===== config.mk =====
export PLATFORM = sky130hd
export DESIGN_NAME = imem_boot_loader
export DESIGN_NICKNAME = d
export VERILOG_FILES = /design/src/rtl/imem_pkg.sv /design/src/rtl/imem_boot_loader.sv
export SDC_FILE = /design/constraint.sdc
export NUM_CORES = 1
export LEC_CHECK = 0
export BUFFER_PORTS_ARGS = -buffer_cell sky130_fd_sc_hd__buf_2
export CAP_MARGIN = 0
export CORE_ASPECT_RATIO = 0.5
export CORE_MARGIN = 3
export CORE_UTILIZATION = 40
export DETAILED_ROUTE_END_ITERATION = 10
export PLACE_DENSITY = 0.63
export SKIP_CTS_REPAIR_TIMING = 1
export SLEW_MARGIN = 20
export SYNTH_ARGS = -nofsm -noshare
export SYNTH_HDL_FRONTEND = slang
export SYNTH_SLANG_ARGS = --single-unit
export TNS_END_PERCENT = 10

===== constraint.sdc =====
create_clock -name clk -period 5 [get_ports clk]
set_input_delay 1 -clock clk [delete_from_list [all_inputs] [get_ports clk]]
set_output_delay 1 -clock clk [all_outputs]
set_load 0.02 [all_outputs]

===== src/rtl/imem_pkg.sv =====
// rtl/imem_pkg.sv - shared constants for the instruction memory boot loader
//
// Purpose: state encoding, error codes and default memory depth used by
//          imem_boot_loader. No ports (package).
package imem_pkg;

  localparam int IMEM_DEPTH = 256;

  // Loader FSM state encoding
  localparam logic [2:0] ST_IDLE  = 3'd0;
  localparam logic [2:0] ST_LOAD  = 3'd1;
  localparam logic [2:0] ST_CHECK = 3'd2;
  localparam logic [2:0] ST_RUN   = 3'd3;
  localparam logic [2:0] ST_ERR   = 3'd4;

  // err_code values
  localparam logic [1:0] ERR_NONE = 2'd0;
  localparam logic [1:0] ERR_LEN  = 2'd1;
  localparam logic [1:0] ERR_CSUM = 2'd2;

endpackage


===== src/rtl/imem_boot_loader.sv =====
// rtl/imem_boot_loader.sv - streams a program into instruction memory and releases the CPU
//
// Purpose: accepts load_len words over a valid/ready stream, writes them to
//          consecutive word addresses, verifies a trailing XOR checksum word
//          and then raises cpu_run. The CPU stays held while loading and after
//          any error.
// Ports:
//   clk, rst_n          clock, asynchronous active-low reset
//   start, load_len     begin a load of load_len program words
//   in_valid, in_data,
//   in_ready            word stream handshake
//   mem_we, mem_waddr,
//   mem_wdata           registered memory write port (byte address)
//   cpu_run             CPU release
//   busy, done, error,
//   err_code            status
//   loaded_words        program words accepted in the current or last load
module imem_boot_loader
  import imem_pkg::*;
#(
  parameter int DEPTH = IMEM_DEPTH,
  parameter int CNT_W = 9
) (
  input  logic             clk,
  input  logic             rst_n,
  input  logic             start,
  input  logic [CNT_W-1:0] load_len,
  input  logic             in_valid,
  input  logic [31:0]      in_data,
  output logic             in_ready,
  output logic             mem_we,
  output logic [31:0]      mem_waddr,
  output logic [31:0]      mem_wdata,
  output logic             cpu_run,
  output logic             busy,
  output logic             done,
  output logic             error,
  output logic [1:0]       err_code,
  output logic [CNT_W-1:0] loaded_words
);

  localparam logic [CNT_W-1:0] DEPTH_C = DEPTH[CNT_W-1:0];
  localparam logic [CNT_W-1:0] ONE_C   = {{(CNT_W-1){1'b0}}, 1'b1};

  logic [2:0]       state;
  logic [CNT_W-1:0] len;
  logic [CNT_W-1:0] count;
  logic [31:0]      csum;
  logic             accept;
  logic             len_ok;

  assign accept = in_valid && in_ready;
  assign len_ok = (load_len != '0) && (load_len <= DEPTH_C);

  assign busy         = (state == ST_LOAD) || (state == ST_CHECK);
  assign done         = (state == ST_RUN);
  assign error        = (state == ST_ERR);
  assign loaded_words = count;

  always_ff @(posedge clk or negedge rst_n) begin
    if (!rst_n) begin
      state     <= ST_IDLE;
      len       <= '0;
      count     <= '0;
      csum      <= '0;
      in_ready  <= 1'b0;
      mem_we    <= 1'b0;
      mem_waddr <= '0;
      mem_wdata <= '0;
      cpu_run   <= 1'b0;
      err_code  <= ERR_NONE;
    end else begin
      // Write strobe is a single-cycle pulse following each accepted word
      mem_we <= 1'b0;
      case (state)
        ST_IDLE, ST_RUN, ST_ERR: begin
          if (start) begin
            cpu_run <= 1'b0;
            if (len_ok) begin
              state    <= ST_LOAD;
              len      <= load_len;
              count    <= '0;
              csum     <= '0;
              in_ready <= 1'b1;
              err_code <= ERR_NONE;
            end else begin
              state    <= ST_ERR;
              in_ready <= 1'b0;
              err_code <= ERR_LEN;
            end
          end
        end
        ST_LOAD: begin
          if (accept) begin
            mem_we    <= 1'b1;
            mem_waddr <= {{(30-CNT_W){1'b0}}, count, 2'b00};
            mem_wdata <= in_data;
            csum      <= csum ^ in_data;
            count     <= count + ONE_C;
            // in_ready stays high: the checksum word follows immediately
            if (count == len - ONE_C) begin
              state <= ST_CHECK;
            end
          end
        end
        ST_CHECK: begin
          if (accept) begin
            in_ready <= 1'b0;
            if (in_data == csum) begin
              state   <= ST_RUN;
              cpu_run <= 1'b1;
            end else begin
              state    <= ST_ERR;
              err_code <= ERR_CSUM;
            end
          end
        end
        default: begin
          state    <= ST_IDLE;
          in_ready <= 1'b0;
          cpu_run  <= 1'b0;
        end
      endcase
    end
  end

endmodule


==> flow_summary.json <==
{
  "internal-power_mw": 1.86,
  "drv_cap": 0,
  "seq_power_share": 0.416,
  "first_global_vias": 3965,
  "grt_pass1_wl_mm": 19.5,
  "yosysTopAreaCellShare": 0.500,
  "ys_top_cells_by_area": "dfrtp_1, nand2_1, xnor2_1",
  "dr.pass1.iters": 4,
  "clock_latency_ns": 0.34,
  "synth-seq-cells": 99,
  "worst_pin_slew_ns": 0.830,
  "fill_cells": 1195,
  "die-area_um2": 13800,
  "synthFlopType": "dfrtp_1",
  "post-place-ws_ns": 1.68,
  "cpPeakStageDelay_ns": 0.66,
  "cts_sinks": 99,
  "start_util": 0.415,
  "drt_iter0_drc": 228,
  "p_sw_mw": 1.21,
  "nets": 676,
  "slowest_stage": "or4_4",
  "vias": 3986,
  "setup-tns-final_ns": 0,
  "grt_max_degree": 62,
  "dp_hpwl_mm": 8.18,
  "clockBufferDepth": 2,
  "cts_buffers": 9,
  "globalplace.congestion": 0.860,
  "p_total_mw": 3.07,
  "finalCritPeriodShare": 0.585,
  "synth-edff-count": 0,
  "hold_viol": 0,
  "cts_root_buf": "clkbuf_16",
  "p_leak_nw": 2.92,
  "die_x_um": 163,
  "multi_input_comb_area_um2": 2260,
  "route.detailed.drc": 0,
  "p_sw_frac": 0.394,
  "wl_per_cell_um": 14.5,
  "seq_area_um2": 2480,
  "syn-cell-area_um2": 4960,
  "track_usage": 0.175,
  "cts_tree": "yes",
  "required_ns": 5.27,
  "power_density_nw_per_um2": 531,
  "hp-class": "reg2reg",
  "slew_violations": 0,
  "io_pins": 126,
  "yosys.area.top_type": "dfrtp_1",
  "fmax_ghz": 0.342,
  "synth.most_common_cell": "nand2_1",
  "fin_crit_ns": 2.92,
  "drive_gt1_frac": 0.224,
  "antenna_found_initial": 0,
  "cp-start-kind": "input pin",
  "synth.distinct_cells": 51,
  "clockPowerShare": 0.211,
  "rsz0062_at_grt": "no",
  "vdd_drop_max_uv": 269,
  "fin_cells": 799,
  "antenna_left": 0,
  "antenna_cells": 0,
  "placementRows": 28,
  "combPwrFrac": 0.372,
  "maxSlewHeadroom": 0.446,
  "syn_to_final_growth_pct": 16.8,
  "outcome": "finished clean",
  "crit_type": "in2reg",
  "cp_cell_sequence": "buf_2 -> nor4_4 -> a21boi_2 -> o31ai_4 -> nand2_2 -> or4_4 -> a21oi_2",
  "synth_common_cells": "nand2_1, dfrtp_1, o21ai_0, xnor2_1, nor2_1",
  "yosysSeqAreaShare": 0.500,
  "fin_ws_ns": 2.08,
  "syn_inst": 536,
  "io_buffers": 102,
  "finalSetupViolations": 0,
  "synthArstFlopShare": 1.00,
  "fin_skew_ns": 0.00775,
  "dp_cells": 783,
  "path_max_fanout": 38,
  "synth_area_per_cell_um2": 9.25,
  "wl_mm": 11.6,
  "overflow": 0,
  "fp.coreArea_um2": 11900,
  "clkTransAtPathRegs_ns": 0.07,
  "chipHeight_um": 84.7,
  "htree_levels": 3,
  "endpoint_kind": "register",
  "worstPathArrival_ns": 3.19,
  "yosysWarnings": 0,
  "drt-vias-per-instance": 4.99
}
==> power groups by stage <==
stage | registers, mW | clock network, mW | logic (mW)
2_1_floorplan | 1.43 | 0 | 0.670
3_3_place_gp | 1.29 | 0 | 1.14
6_report | 1.28 | 0.650 | 1.14
4_1_cts | 1.28 | 0.669 | 1.16
3_5_place_dp | 1.29 | 0 | 1.16
5_1_grt | 1.32 | 0.704 | 1.28
==> cell type report <==
type,instances,area share
Clock buffer,13,0.0432
Timing Repair Buffer,105,0.0925
Clock inverter,3,0.00410
Inverter,9,0.00583
Multi-Input combinational cell,405,0.391
Sequential cell,99,0.428
Tap cell,165,0.0356
==> cell usage in the layout (no fill, tap or decap), types with 2 or more instances in the layout <==
master	count
o22ai_1	2
mux2_2	14
a311o_1	2
nand4_1	12
clkbuf_16	9
a21o_1	4
a21oi_1	4
nor3_1	3
nor3b_1	3
buf_4	4
nand2_1	131
conb_1	23
nor2b_1	5
nor4_4	3
nor2_1	39
or3_1	2
clkbuf_1	3
buf_2	101
clkinvlp_4	2
xnor2_1	42
xor2_1	3
and3_1	4
inv_1	8
nand3b_1	4
a31oi_1	2
nand2b_1	3
o21ai_0	69
dfrtp_1	99
nand3_1	6
ha_1	2
nor4_1	2
==> flip-flops by register name (all words and copies together), names as in the netlist <==
signal,count
cpu_run,1
mem_wdata,32
csum,32
err_code,2
mem_we,1
mem_waddr,9
loaded_words,9
in_ready,1
len,9
state,3
==> metrics by stage <==
step                      instance area [µm²]  utilization  hold WS [ns]
after floorplan                          5040            -         0.471
after global placement                   5520        0.462         0.455
after detailed placement                 5520        0.462         0.457
after CTS                                5790        0.485         0.474
after global routing                     5790        0.485         0.493
final                                    5790        0.485         0.469
==> routing by layer <==
layer | wire (µm) | vias up | global-route usage | share of wire
met1 | 5290 | 1938 | 0.229 | 0.46
met5 | 0 | - | 0 | 0
met2 | 5530 | 97 | 0.296 | 0.48
met3 | 622 | 13 | 0.0424 | 0.054
met4 | 118 | 0 | 0.0399 | 0.010
li1 | - | 1938 | - | -
==> cells by family (layout without fill, tap and decap cells) <==
family,Yosys count,after routing,share of synthesized area
AOI/OAI and AO/OA,97,97,0.115
xor gates and xnor gates,45,45,0.0795
muxes,14,14,0.0318
buffers and inverters,54,130,0.0613
and+or+nand+nor,224,224,0.207
adders and majority gates,2,2,0.00505
other,1,23,0.000756
DFF,99,99,0.500
==> path summary, 6_finish.rpt <==
check | start | endpoint | slack (ns) | depth (start not counted)
max | load_len[5] | loaded_words[8] | 2.08 | 7
min | mem_wdata[5] | mem_wdata[5] | 0.47 | 2
max reg2reg | state[1] | loaded_words[8] | 2.37 | 6
min reg2reg | mem_wdata[5] | mem_wdata[5] | 0.47 | 2
max in group asynchronous | rst_n | mem_wdata[29] | 3.24 | 2
min in group asynchronous | rst_n | mem_we | 0.76 | 1
==> worst max-delay path: cells and delay by family <==
family	cells	cell delay [ns]
compound gates	3	0.63
simple gates	3	1.44
buf+inv	1	0.12
Note: power is estimated with default switching activity, not from simulation.
